### src/rtl/hazard_unit_pkg.sv
// Shared types and constants for the hazard unit.
// Optional statistics counters are enabled with HAZARD_STATS_EN.
package hazard_unit_pkg;

   localparam int AW = 4;

   localparam logic [1:0] FWD_RF  = 2'b00;
   localparam logic [1:0] FWD_WB  = 2'b01;
   localparam logic [1:0] FWD_MEM = 2'b10;

   localparam logic [AW-1:0] PC_REG = 4'd15;

   typedef struct packed {
      logic [AW-1:0] wa3;
      logic          regwrite;
      logic          memtoreg;
      logic          pcsrc;
   } stage_t;

   localparam stage_t BUBBLE = '0;

   // M beats W; R15 reads never forward.
   function automatic logic [1:0] fwd_sel(
      input logic [AW-1:0] ra,
      input stage_t        m,
      input stage_t        w
   );
      if (ra == PC_REG)
         return FWD_RF;
      else if (m.regwrite && m.wa3 == ra)
         return FWD_MEM;
      else if (w.regwrite && w.wa3 == ra)
         return FWD_WB;
      else
         return FWD_RF;
   endfunction

endpackage

### src/rtl/hazard_unit_if.sv
// Decode/Execute hazard signals between datapath and hazard unit.
// Statistics counters exist only with HAZARD_STATS_EN.
interface hazard_unit_if #(
   parameter int REG_AW = 4
`ifdef HAZARD_STATS_EN
   , parameter int CNT_W = 16
`endif
);

   logic [REG_AW-1:0] RA1D;
   logic [REG_AW-1:0] RA2D;
   logic [REG_AW-1:0] WA3D;
   logic              RegWriteD;
   logic              MemtoRegD;
   logic              PCSrcD;
   logic              CondExE;
   logic              BranchTakenE;
   logic [1:0]        ForwardAE;
   logic [1:0]        ForwardBE;
   logic              StallF;
   logic              StallD;
   logic              FlushD;
   logic              FlushE;
`ifdef HAZARD_STATS_EN
   logic [CNT_W-1:0]  StallCnt;
   logic [CNT_W-1:0]  FlushCnt;
   logic [CNT_W-1:0]  FwdCnt;
`endif

   modport master (
      output RA1D, RA2D, WA3D,
      output RegWriteD, MemtoRegD, PCSrcD,
      output CondExE, BranchTakenE,
      input  ForwardAE, ForwardBE,
      input  StallF, StallD, FlushD, FlushE
`ifdef HAZARD_STATS_EN
      , input StallCnt, FlushCnt, FwdCnt
`endif
   );

   modport slave (
      input  RA1D, RA2D, WA3D,
      input  RegWriteD, MemtoRegD, PCSrcD,
      input  CondExE, BranchTakenE,
      output ForwardAE, ForwardBE,
      output StallF, StallD, FlushD, FlushE
`ifdef HAZARD_STATS_EN
      , output StallCnt, FlushCnt, FwdCnt
`endif
   );

endinterface

### src/rtl/hazard_unit_track.sv
// E/M/W shadow chain of destination-register info.
// Flush inserts a bubble in E; CondExE gates writes leaving E.
module hazard_track
   import hazard_unit_pkg::*;
#(
   parameter int REG_AW = AW
) (
   input  logic              clk,
   input  logic              reset,
   input  logic [REG_AW-1:0] i_ra1d,
   input  logic [REG_AW-1:0] i_ra2d,
   input  stage_t            i_d,
   input  logic              i_flush_e,
   input  logic              i_cond_e,
   output logic [REG_AW-1:0] o_ra1e,
   output logic [REG_AW-1:0] o_ra2e,
   output stage_t            o_e,
   output stage_t            o_m,
   output stage_t            o_w
);

   logic [REG_AW-1:0] r_ra1e;
   logic [REG_AW-1:0] r_ra2e;
   stage_t            r_e;
   stage_t            r_m;
   stage_t            r_w;
   stage_t            w_m_nxt;

   always_comb begin
      w_m_nxt          = r_e;
      w_m_nxt.regwrite = r_e.regwrite & i_cond_e;
      w_m_nxt.pcsrc    = r_e.pcsrc & i_cond_e;
      w_m_nxt.memtoreg = 1'b0;
   end

   always_ff @(posedge clk or posedge reset) begin
      if (reset) begin
         r_ra1e <= '0;
         r_ra2e <= '0;
         r_e    <= BUBBLE;
         r_m    <= BUBBLE;
         r_w    <= BUBBLE;
      end else begin
         if (i_flush_e) begin
            r_ra1e <= '0;
            r_ra2e <= '0;
            r_e    <= BUBBLE;
         end else begin
            r_ra1e <= i_ra1d;
            r_ra2e <= i_ra2d;
            r_e    <= i_d;
         end
         r_m <= w_m_nxt;
         r_w <= r_m;
      end
   end

   assign o_ra1e = r_ra1e;
   assign o_ra2e = r_ra2e;
   assign o_e    = r_e;
   assign o_m    = r_m;
   assign o_w    = r_w;

endmodule

### src/rtl/hazard_unit.sv
// Stall/flush/forward resolver for the 5-stage pipeline.
// HAZARD_STATS_EN adds saturating stall/flush/forward counters.
module hazard_unit
   import hazard_unit_pkg::*;
#(
   parameter int REG_AW = AW
`ifdef HAZARD_STATS_EN
   , parameter int CNT_W = 16
`endif
) (
   input  logic         clk,
   input  logic         reset,
   hazard_unit_if.slave hz
);

   stage_t            w_d;
   stage_t            w_e;
   stage_t            w_m;
   stage_t            w_w;
   logic [REG_AW-1:0] w_ra1e;
   logic [REG_AW-1:0] w_ra2e;
   logic [1:0]        w_fwd_a;
   logic [1:0]        w_fwd_b;
   logic              w_ldr_stall;
   logic              w_pc_pend;
   logic              w_stall_d;
   logic              w_flush_d;
   logic              w_flush_e;
   logic              w_unused;

   assign w_d = '{
      wa3:      hz.WA3D,
      regwrite: hz.RegWriteD,
      memtoreg: hz.MemtoRegD,
      pcsrc:    hz.PCSrcD
   };

   hazard_track #(
      .REG_AW (REG_AW)
   ) u_track (
      .clk       (clk),
      .reset     (reset),
      .i_ra1d    (hz.RA1D),
      .i_ra2d    (hz.RA2D),
      .i_d       (w_d),
      .i_flush_e (w_flush_e),
      .i_cond_e  (hz.CondExE),
      .o_ra1e    (w_ra1e),
      .o_ra2e    (w_ra2e),
      .o_e       (w_e),
      .o_m       (w_m),
      .o_w       (w_w)
   );

   assign w_unused = ^{w_m.memtoreg, w_w.memtoreg};

   assign w_fwd_a = fwd_sel(w_ra1e, w_m, w_w);
   assign w_fwd_b = fwd_sel(w_ra2e, w_m, w_w);

   assign w_ldr_stall = w_e.memtoreg & w_e.regwrite &
                        ((w_e.wa3 == hz.RA1D) |
                         (w_e.wa3 == hz.RA2D));

   assign w_pc_pend = hz.PCSrcD | w_e.pcsrc | w_m.pcsrc;

   assign w_stall_d = w_ldr_stall;
   assign w_flush_d = w_pc_pend | w_w.pcsrc | hz.BranchTakenE;
   assign w_flush_e = w_ldr_stall | hz.BranchTakenE;

   assign hz.ForwardAE = w_fwd_a;
   assign hz.ForwardBE = w_fwd_b;
   assign hz.StallF    = w_ldr_stall | w_pc_pend;
   assign hz.StallD    = w_stall_d;
   assign hz.FlushD    = w_flush_d;
   assign hz.FlushE    = w_flush_e;

`ifdef HAZARD_STATS_EN
   logic [CNT_W-1:0] r_stall_cnt;
   logic [CNT_W-1:0] r_flush_cnt;
   logic [CNT_W-1:0] r_fwd_cnt;

   always_ff @(posedge clk or posedge reset) begin
      if (reset) begin
         r_stall_cnt <= '0;
         r_flush_cnt <= '0;
         r_fwd_cnt   <= '0;
      end else begin
         if (w_stall_d && r_stall_cnt != '1)
            r_stall_cnt <= r_stall_cnt + CNT_W'(1);
         if ((w_flush_d | w_flush_e) && r_flush_cnt != '1)
            r_flush_cnt <= r_flush_cnt + CNT_W'(1);
         if ((w_fwd_a != FWD_RF || w_fwd_b != FWD_RF) &&
             r_fwd_cnt != '1)
            r_fwd_cnt <= r_fwd_cnt + CNT_W'(1);
      end
   end

   assign hz.StallCnt = r_stall_cnt;
   assign hz.FlushCnt = r_flush_cnt;
   assign hz.FwdCnt   = r_fwd_cnt;
`endif

endmodule

### src/flat_wrapper.sv
// flat-port wrapper written by rule: the top's interface ports become plain ports
module hazard_unit_flat import hazard_unit_pkg::*;
#(
   parameter int REG_AW = AW

)
  (clk, reset, hz_RA1D, hz_RA2D, hz_WA3D, hz_RegWriteD, hz_MemtoRegD, hz_PCSrcD, hz_CondExE, hz_BranchTakenE, hz_ForwardAE, hz_ForwardBE, hz_StallF, hz_StallD, hz_FlushD, hz_FlushE);
  hazard_unit_if #(.REG_AW(REG_AW)) hz_i ();
  input  logic clk;
  input  logic reset;
  input wire logic [$bits(hz_i.RA1D)-1:0] hz_RA1D;
  input wire logic [$bits(hz_i.RA2D)-1:0] hz_RA2D;
  input wire logic [$bits(hz_i.WA3D)-1:0] hz_WA3D;
  input wire logic [$bits(hz_i.RegWriteD)-1:0] hz_RegWriteD;
  input wire logic [$bits(hz_i.MemtoRegD)-1:0] hz_MemtoRegD;
  input wire logic [$bits(hz_i.PCSrcD)-1:0] hz_PCSrcD;
  input wire logic [$bits(hz_i.CondExE)-1:0] hz_CondExE;
  input wire logic [$bits(hz_i.BranchTakenE)-1:0] hz_BranchTakenE;
  output wire logic [$bits(hz_i.ForwardAE)-1:0] hz_ForwardAE;
  output wire logic [$bits(hz_i.ForwardBE)-1:0] hz_ForwardBE;
  output wire logic [$bits(hz_i.StallF)-1:0] hz_StallF;
  output wire logic [$bits(hz_i.StallD)-1:0] hz_StallD;
  output wire logic [$bits(hz_i.FlushD)-1:0] hz_FlushD;
  output wire logic [$bits(hz_i.FlushE)-1:0] hz_FlushE;
  assign hz_i.RA1D = hz_RA1D;
  assign hz_i.RA2D = hz_RA2D;
  assign hz_i.WA3D = hz_WA3D;
  assign hz_i.RegWriteD = hz_RegWriteD;
  assign hz_i.MemtoRegD = hz_MemtoRegD;
  assign hz_i.PCSrcD = hz_PCSrcD;
  assign hz_i.CondExE = hz_CondExE;
  assign hz_i.BranchTakenE = hz_BranchTakenE;
  assign hz_ForwardAE = hz_i.ForwardAE;
  assign hz_ForwardBE = hz_i.ForwardBE;
  assign hz_StallF = hz_i.StallF;
  assign hz_StallD = hz_i.StallD;
  assign hz_FlushD = hz_i.FlushD;
  assign hz_FlushE = hz_i.FlushE;
  hazard_unit #(.REG_AW(REG_AW)) u_core (.clk(clk), .reset(reset), .hz(hz_i));
endmodule
### config.mk
export PLATFORM = sky130hd
export DESIGN_NAME = hazard_unit_flat
export DESIGN_NICKNAME = d
export VERILOG_FILES = /design/src/rtl/hazard_unit_pkg.sv /design/src/rtl/hazard_unit_if.sv /design/src/rtl/hazard_unit_track.sv /design/src/rtl/hazard_unit.sv /design/src/flat_wrapper.sv
export SDC_FILE = /design/constraint.sdc
export NUM_CORES = 1
export LEC_CHECK = 0
export CAP_MARGIN = 10
export CORE_MARGIN = 3
export CORE_UTILIZATION = 46
export CTS_BUF_LIST = sky130_fd_sc_hd__clkbuf_4
export CTS_CLUSTER_DIAMETER = 100
export DETAILED_ROUTE_END_ITERATION = 10
export GPL_TIMING_DRIVEN = 1
export MAX_ROUTING_LAYER = met4
export PLACE_DENSITY = 0.77
export SETUP_SLACK_MARGIN = 0.5
export SLEW_MARGIN = 25
export SYNTH_ARGS = -nofsm -noshare
export SYNTH_HDL_FRONTEND = slang
export SYNTH_HIERARCHICAL = 1
export SYNTH_SLANG_ARGS = --single-unit
### constraint.sdc
create_clock -name clk -period 1.5 [get_ports clk]
set_clock_uncertainty 0.05 [all_clocks]
set_input_delay 0.3 -clock clk [delete_from_list [all_inputs] [get_ports clk]]
set_output_delay 0.3 -clock clk [all_outputs]
set_load 0.05 [all_outputs]
==> results.toml <==
[timing]
finalSetupViolations = 23
worst_slack_ps = -532
worstMarginPinSlew_ps = 328
final-hold-violation-count = 0
rsz0062_at_grt = "yes"
timing.final.crit_share_pct = 135
max_freq_mhz = 492
finalCriticalPeriod_ps = 2030
finalMaxSlewViolations = 0
relSlewSlack_pct = 78.1

[die]
initial_utilization_pct = 48.7
die_w_um = 57.4
pin_count = 27
die_h_um = 57.4
core_area_um2 = 2500
die-area_um2 = 3300
rows = 18

[yosys]
synth_warnings = 6
synthesis.area_um2 = 1220
syn_avg_cell_area_um2 = 11.9
syn-num-nets = 121
synthCells = 102

[detailed_routing]
drt_iter0_drc = 3
viasPerCell = 4.92
vias = 852
first_pass_iters = 2
ant_nets = 0
wl_um = 2450
post-route-drc-count = 0
wl_per_cell_um = 14.2

[power_and_ir_drop]
combinationalPowerShare_pct = 21.9
switching_share_pct = 26.0
power_switching_mw = 0.376
leakagePower_nw = 0.806
clkPwrFrac_pct = 22.3
power_density_nw_per_um2 = 770
intPower_mw = 1.07
ir_drop_uv = 750
power_frac_seq_pct = 55.8

[placement]
port_buffers = 26
preCtsSetupSlack_ps = -495
place_congestion = 0.760
post_dp_cell_area_um2 = 1760
dp_hpwl_um = 1860

[final_layout]
layout.nets = 163
layout_commonest_cell = "dfrtp_1"
syn2layout_area_growth_pct = 54.4
most-common-layout-cells = "dfrtp_1 (22), clkdlybuf4s50_1 (16), xnor2_2 (10), buf_4 (10), xnor2_1 (9)"
diodes = 0
drive_gt1_share_pct = 46.2
fill_cells = 160
fin_area_um2 = 1880

[global_route]
overflow = 0
antenna_found_initial = 0
grt_pass1_wl_um = 4160
grt_pass1_vias = 984
grt_max_degree = 28
grtUsageTotal_pct = 17.2

[run]
cap_violations = 0

[status]
status = "finished, violations left"
violations = "negative setup slack"

[clock_network]
clk_pin_slew_ps = 130
clock_latency_ps = 320
clk_path_buf_depth = 2
htree_levels = 1
cts_tree = "built"
clock_sinks = 27
numCtsBuffers = 3
ctsHoldBuffers = 0
clockRootBuffer = "clkbuf_4"

[critical_path]
cp.required_ps = 1150
rrSetupSlack_ps = -300
reg2reg_from = "u_core/u_track/o_e[4]"
r2r-end = "u_core/u_track/o_ra1e[0]"
ff2ff_path_depth = 7
cp-end-kind = "output pin"
crit_path_start_kind = "input pin"
crit_fanout = 3
cp.arrival_ps = 1680
path_class = "in2out"

[min_path]
hold_path_class = "in2async"
through the flow:
stage          hold slack [ps]  TNS, ps  instances  utilization (%)  total power, mW
6_report                   292    -6370        173             75.2             1.45
5_1_grt                    308    -7920        173             75.2             1.52
4_1_cts                    267    -5280        173             74.5             1.45
3_5_place_dp               333    -7990        168             70.4             1.11
3_3_place_gp               327    -7410        168             70.4             1.10
2_1_floorplan              303    -5950        102                -            0.982
sequential cells by signal (all words and copies together) (netlist names):
name,flops
u_core/u_track/o_w,6
u_core/u_track/o_ra1e,4
u_core/u_track/o_e,7
u_core/u_track/o_ra2e,4
u_core/u_track/o_m,6
area by class of cell:
class                           instances  area [um2]  area share, %
Clock buffer                            4        30.0           1.60
Sequential cell                        27         682           36.3
Tap cell                               30        37.5           2.00
Inverter                                2        7.51          0.399
Timing Repair Buffer                   42         472           25.1
Multi-Input combinational cell         68         651           34.6
power by group through the flow:
| stage | clock, mW | sequential [mW] | combinational (mW) |
|---|---|---|---|
| 6_report | 0.323 | 0.808 | 0.317 |
| 5_1_grt | 0.368 | 0.814 | 0.338 |
| 4_1_cts | 0.337 | 0.806 | 0.312 |
| 3_5_place_dp | 0 | 0.817 | 0.294 |
| 3_3_place_gp | 0 | 0.814 | 0.287 |
| 2_1_floorplan | 0 | 0.806 | 0.176 |
worst max-delay path by stage:
stage	startpoint	end	cells past startpoint
detailed placement	hz_RA1D[3]	u_core/u_track/o_ra1e[0]	7
global route	u_core/u_track/o_e[4]	hz_FlushE	5
global placement	hz_RA1D[3]	hz_FlushE	6
floorplan	u_core/u_track/o_e[4]	u_core/u_track/o_e[6]	6
CTS	u_core/u_track/o_ra1e[3]	hz_ForwardAE[1]	5
finish	hz_RA1D[1]	hz_FlushE	6
critical path, cell delays in order:
cell	delay, ps
clkdlybuf4s50_1	480
xnor2_2	220
nand4_1	180
a21oi_4	210
or2_4	160
buf_12	130
metal layers:
layer	routed length [um]	up-vias	GRT usage, %
met3	77	8	2.04
met1	925	409	18.8
met5	0	-	-
met4	65	0	9.60
met2	1380	24	29.8
li1	-	411	-
what timing repair did:
action                     CTS  global route
resized for setup           19             4
setup buffers                1             0
cloned                       0             0
pin swaps                    9             5
setup endpoints to repair   23            23
Note: power is estimated with default switching activity, not from simulation.
==> RTL edit: new RTL, same settings <==
`AW`: 4 -> 5.
--- a/src/rtl/hazard_unit_pkg.sv
+++ b/src/rtl/hazard_unit_pkg.sv
@@ -3,5 +3,5 @@
 package hazard_unit_pkg;
 
-   localparam int AW = 4;
+   localparam int AW = 5;
 
    localparam logic [1:0] FWD_RF  = 2'b00;
Ports: changed (resized hz_RA1D, hz_RA2D and hz_WA3D); port bits go from 27 to 30. No check against the original RTL was run, so the function may have changed too.
==> RTL edit against the unedited design <==
Final cell count up 16%; design area up 16%; die area up 14%; synthesized cell count up 15%; synthesized area up 16%; the flow still finishes with violations (setup timing); via count up 15%; largest power group unchanged; core utilization up 2.2 points; sequential cell count up 5; setup slack worse by 0.076 ns; combinational power up 9.8%; total power up 33%; wire length up 21%; highest routed layer unchanged.
==> RTL edit: results (changes against the unedited design) <==
CTS
  • CTS Buf Count: 5 (was 3)
  • Worst-path clk slew: 0.11 ns (was 0.13 ns)
  • CTS H-Tree Depth: 2 (was 1)
  • Clk root buf: clkbuf_4 (unchanged)
  • Worst skew pair latency: 0.33 ns
  • Clk buf depth: 2 (unchanged)

Hold path
  • Hold-critical path depth: 2
  • Hold path startpoint: hz_PCSrcD
  • Worst min-delay path category: in2reg (was in2async)

Layout
  • Multi-input logic area: 670.6 µm² (was 650.6 µm²)
  • Max reg flops: 8 (was 7)
  • Share of layout cells above drive strength 1: 34.12% (was 46.15%)
  • Final #Nets: 191 (was 163)
  • # diodes: 0 (unchanged)
  • Fillcell total: 157 (was 160)

Global route
  • Global-route total usage across every layer: 18.33% (was 17.16%)
  • First-pass GRT wire length: 4643 µm (was 4160 µm)
  • Largest net degree at the start of global routing: 33 (was 28)
  • Initial antenna violation count: 0 (unchanged)
  • Vias in the first global route: 1,108 (was 984)

Power and ir drop
  • P_leak: 1.018 nW (was 0.8056 nW)
  • Peak VDD IR: 0.7542 mV (was 0.7499 mV)

Worst setup path
  • Crit path from: u_core/u_track/o_ra2e[2] (was hz_RA1D[1])
  • Max Fanout on Critical Path: 2 (was 3)
  • R2r worst-path depth: 10 (was 7)
  • Crit path DAT: 1.76 ns (was 1.68 ns)
  • R2r startpoint: u_core/u_track/o_e[5] (was u_core/u_track/o_e[4])

Route
  • Initial DRC Count: 16 (was 3)
  • Initial DRT Pass Iterations: 4 (was 2)
  • Vias/cell: 4.881 (was 4.925)
  • DRT Wirelength: 2963 µm (was 2451 µm)

Run status
  • Status: finished with violations (unchanged)
  • Failing checks: setup timing (unchanged)

Logic synthesis
  • Syn_nets: 139 (was 121)
  • Yosys warning total: 6 (unchanged)

Timing
  • Hold Vio Cnt, Final: 0 (unchanged)
  • Endpoints failing setup: 26 (was 23)
  • Fin worst setup slack: -0.6080 ns (was -0.5324 ns)
  • Setup TNS: -10.30 ns (was -6.366 ns)
  • Slew headroom: 75.03% (was 78.14%)

Placement
  • Dpl hpwl: 2208 µm (was 1855 µm)
  • Input/output buffers: 29 (was 26)
  • Setup slack at placement: -0.6458 ns (was -0.4950 ns)
  • GPL Wtd Cong: 0.8891 (was 0.7595)
  • Instance area at placement: 1958 µm² (was 1760 µm²)
-- RTL edit: timing repair --
| action | in CTS | in global routing |
|---|---|---|
| setup buffers | 6 | 0 |
| gates cloned | 1 | 0 |
| endpoints found under the setup margin | 26 | 26 |
| resized for setup | 10 | 9 |
| pin swaps | 9 | 13 |
-- RTL edit: cell type report --
class,instances,area share [%]
inverters,2,0.6289
multi-input cells,77,30.65
clock inverters,3,1.944
clock buffers,5,1.715
well taps,31,1.772
repair buffers,51,26.70
flip-flops and latches,32,36.59
-- RTL edit: per-stage QoR --
stage                     hold slack [ns]  std cells
after floorplan                    0.1784        117
after global placement             0.3621        186
after detailed placement           0.3699        186
after CTS                          0.2830        201
after global routing               0.2380        201
final                              0.2365        201
-- RTL edit: where the power goes --
| part | total, W | internal (W) | leakage, nW | switching [W] |
|---|---|---|---|---|
| Combinational | 0.000348 | 0.000199 | 0.562 | 0.000149 |
| Clock | 0.000639 | 0.000347 | 0.0412 | 0.000292 |
| Sequential | 0.000944 | 0.000906 | 0.415 | 0.0000387 |
| Total | 0.00193 | 0.00145 | 1.02 | 0.000480 |
-- RTL edit: layer usage --
metal	global-route usage, %	routed length, µm
met1	17.53	1014
met2	33.84	1779
met3	5.031	113
met4	8.182	55
met5	-	0
-- RTL edit: final timing paths --
check                                                 to  slack [ns]
max in group asynchronous          u_core/u_track/o_w[6]        0.94
worst max-delay path                     hz_ForwardBE[0]       -0.61
min in group asynchronous       u_core/u_track/o_ra1e[3]        0.28
worst max register to register  u_core/u_track/o_ra2e[2]       -0.39
worst min register to register     u_core/u_track/o_w[7]        0.39
worst min-delay path               u_core/u_track/o_e[0]        0.24
-- RTL edit: worst max-delay path, cell delays in order, from the launching register on --
cell and delay [ns]:
dfrtp_1 0.41, xor2_1 0.16, nor4_1 0.32, nand3_1 0.20, nor4b_4 0.18, buf_6 0.16
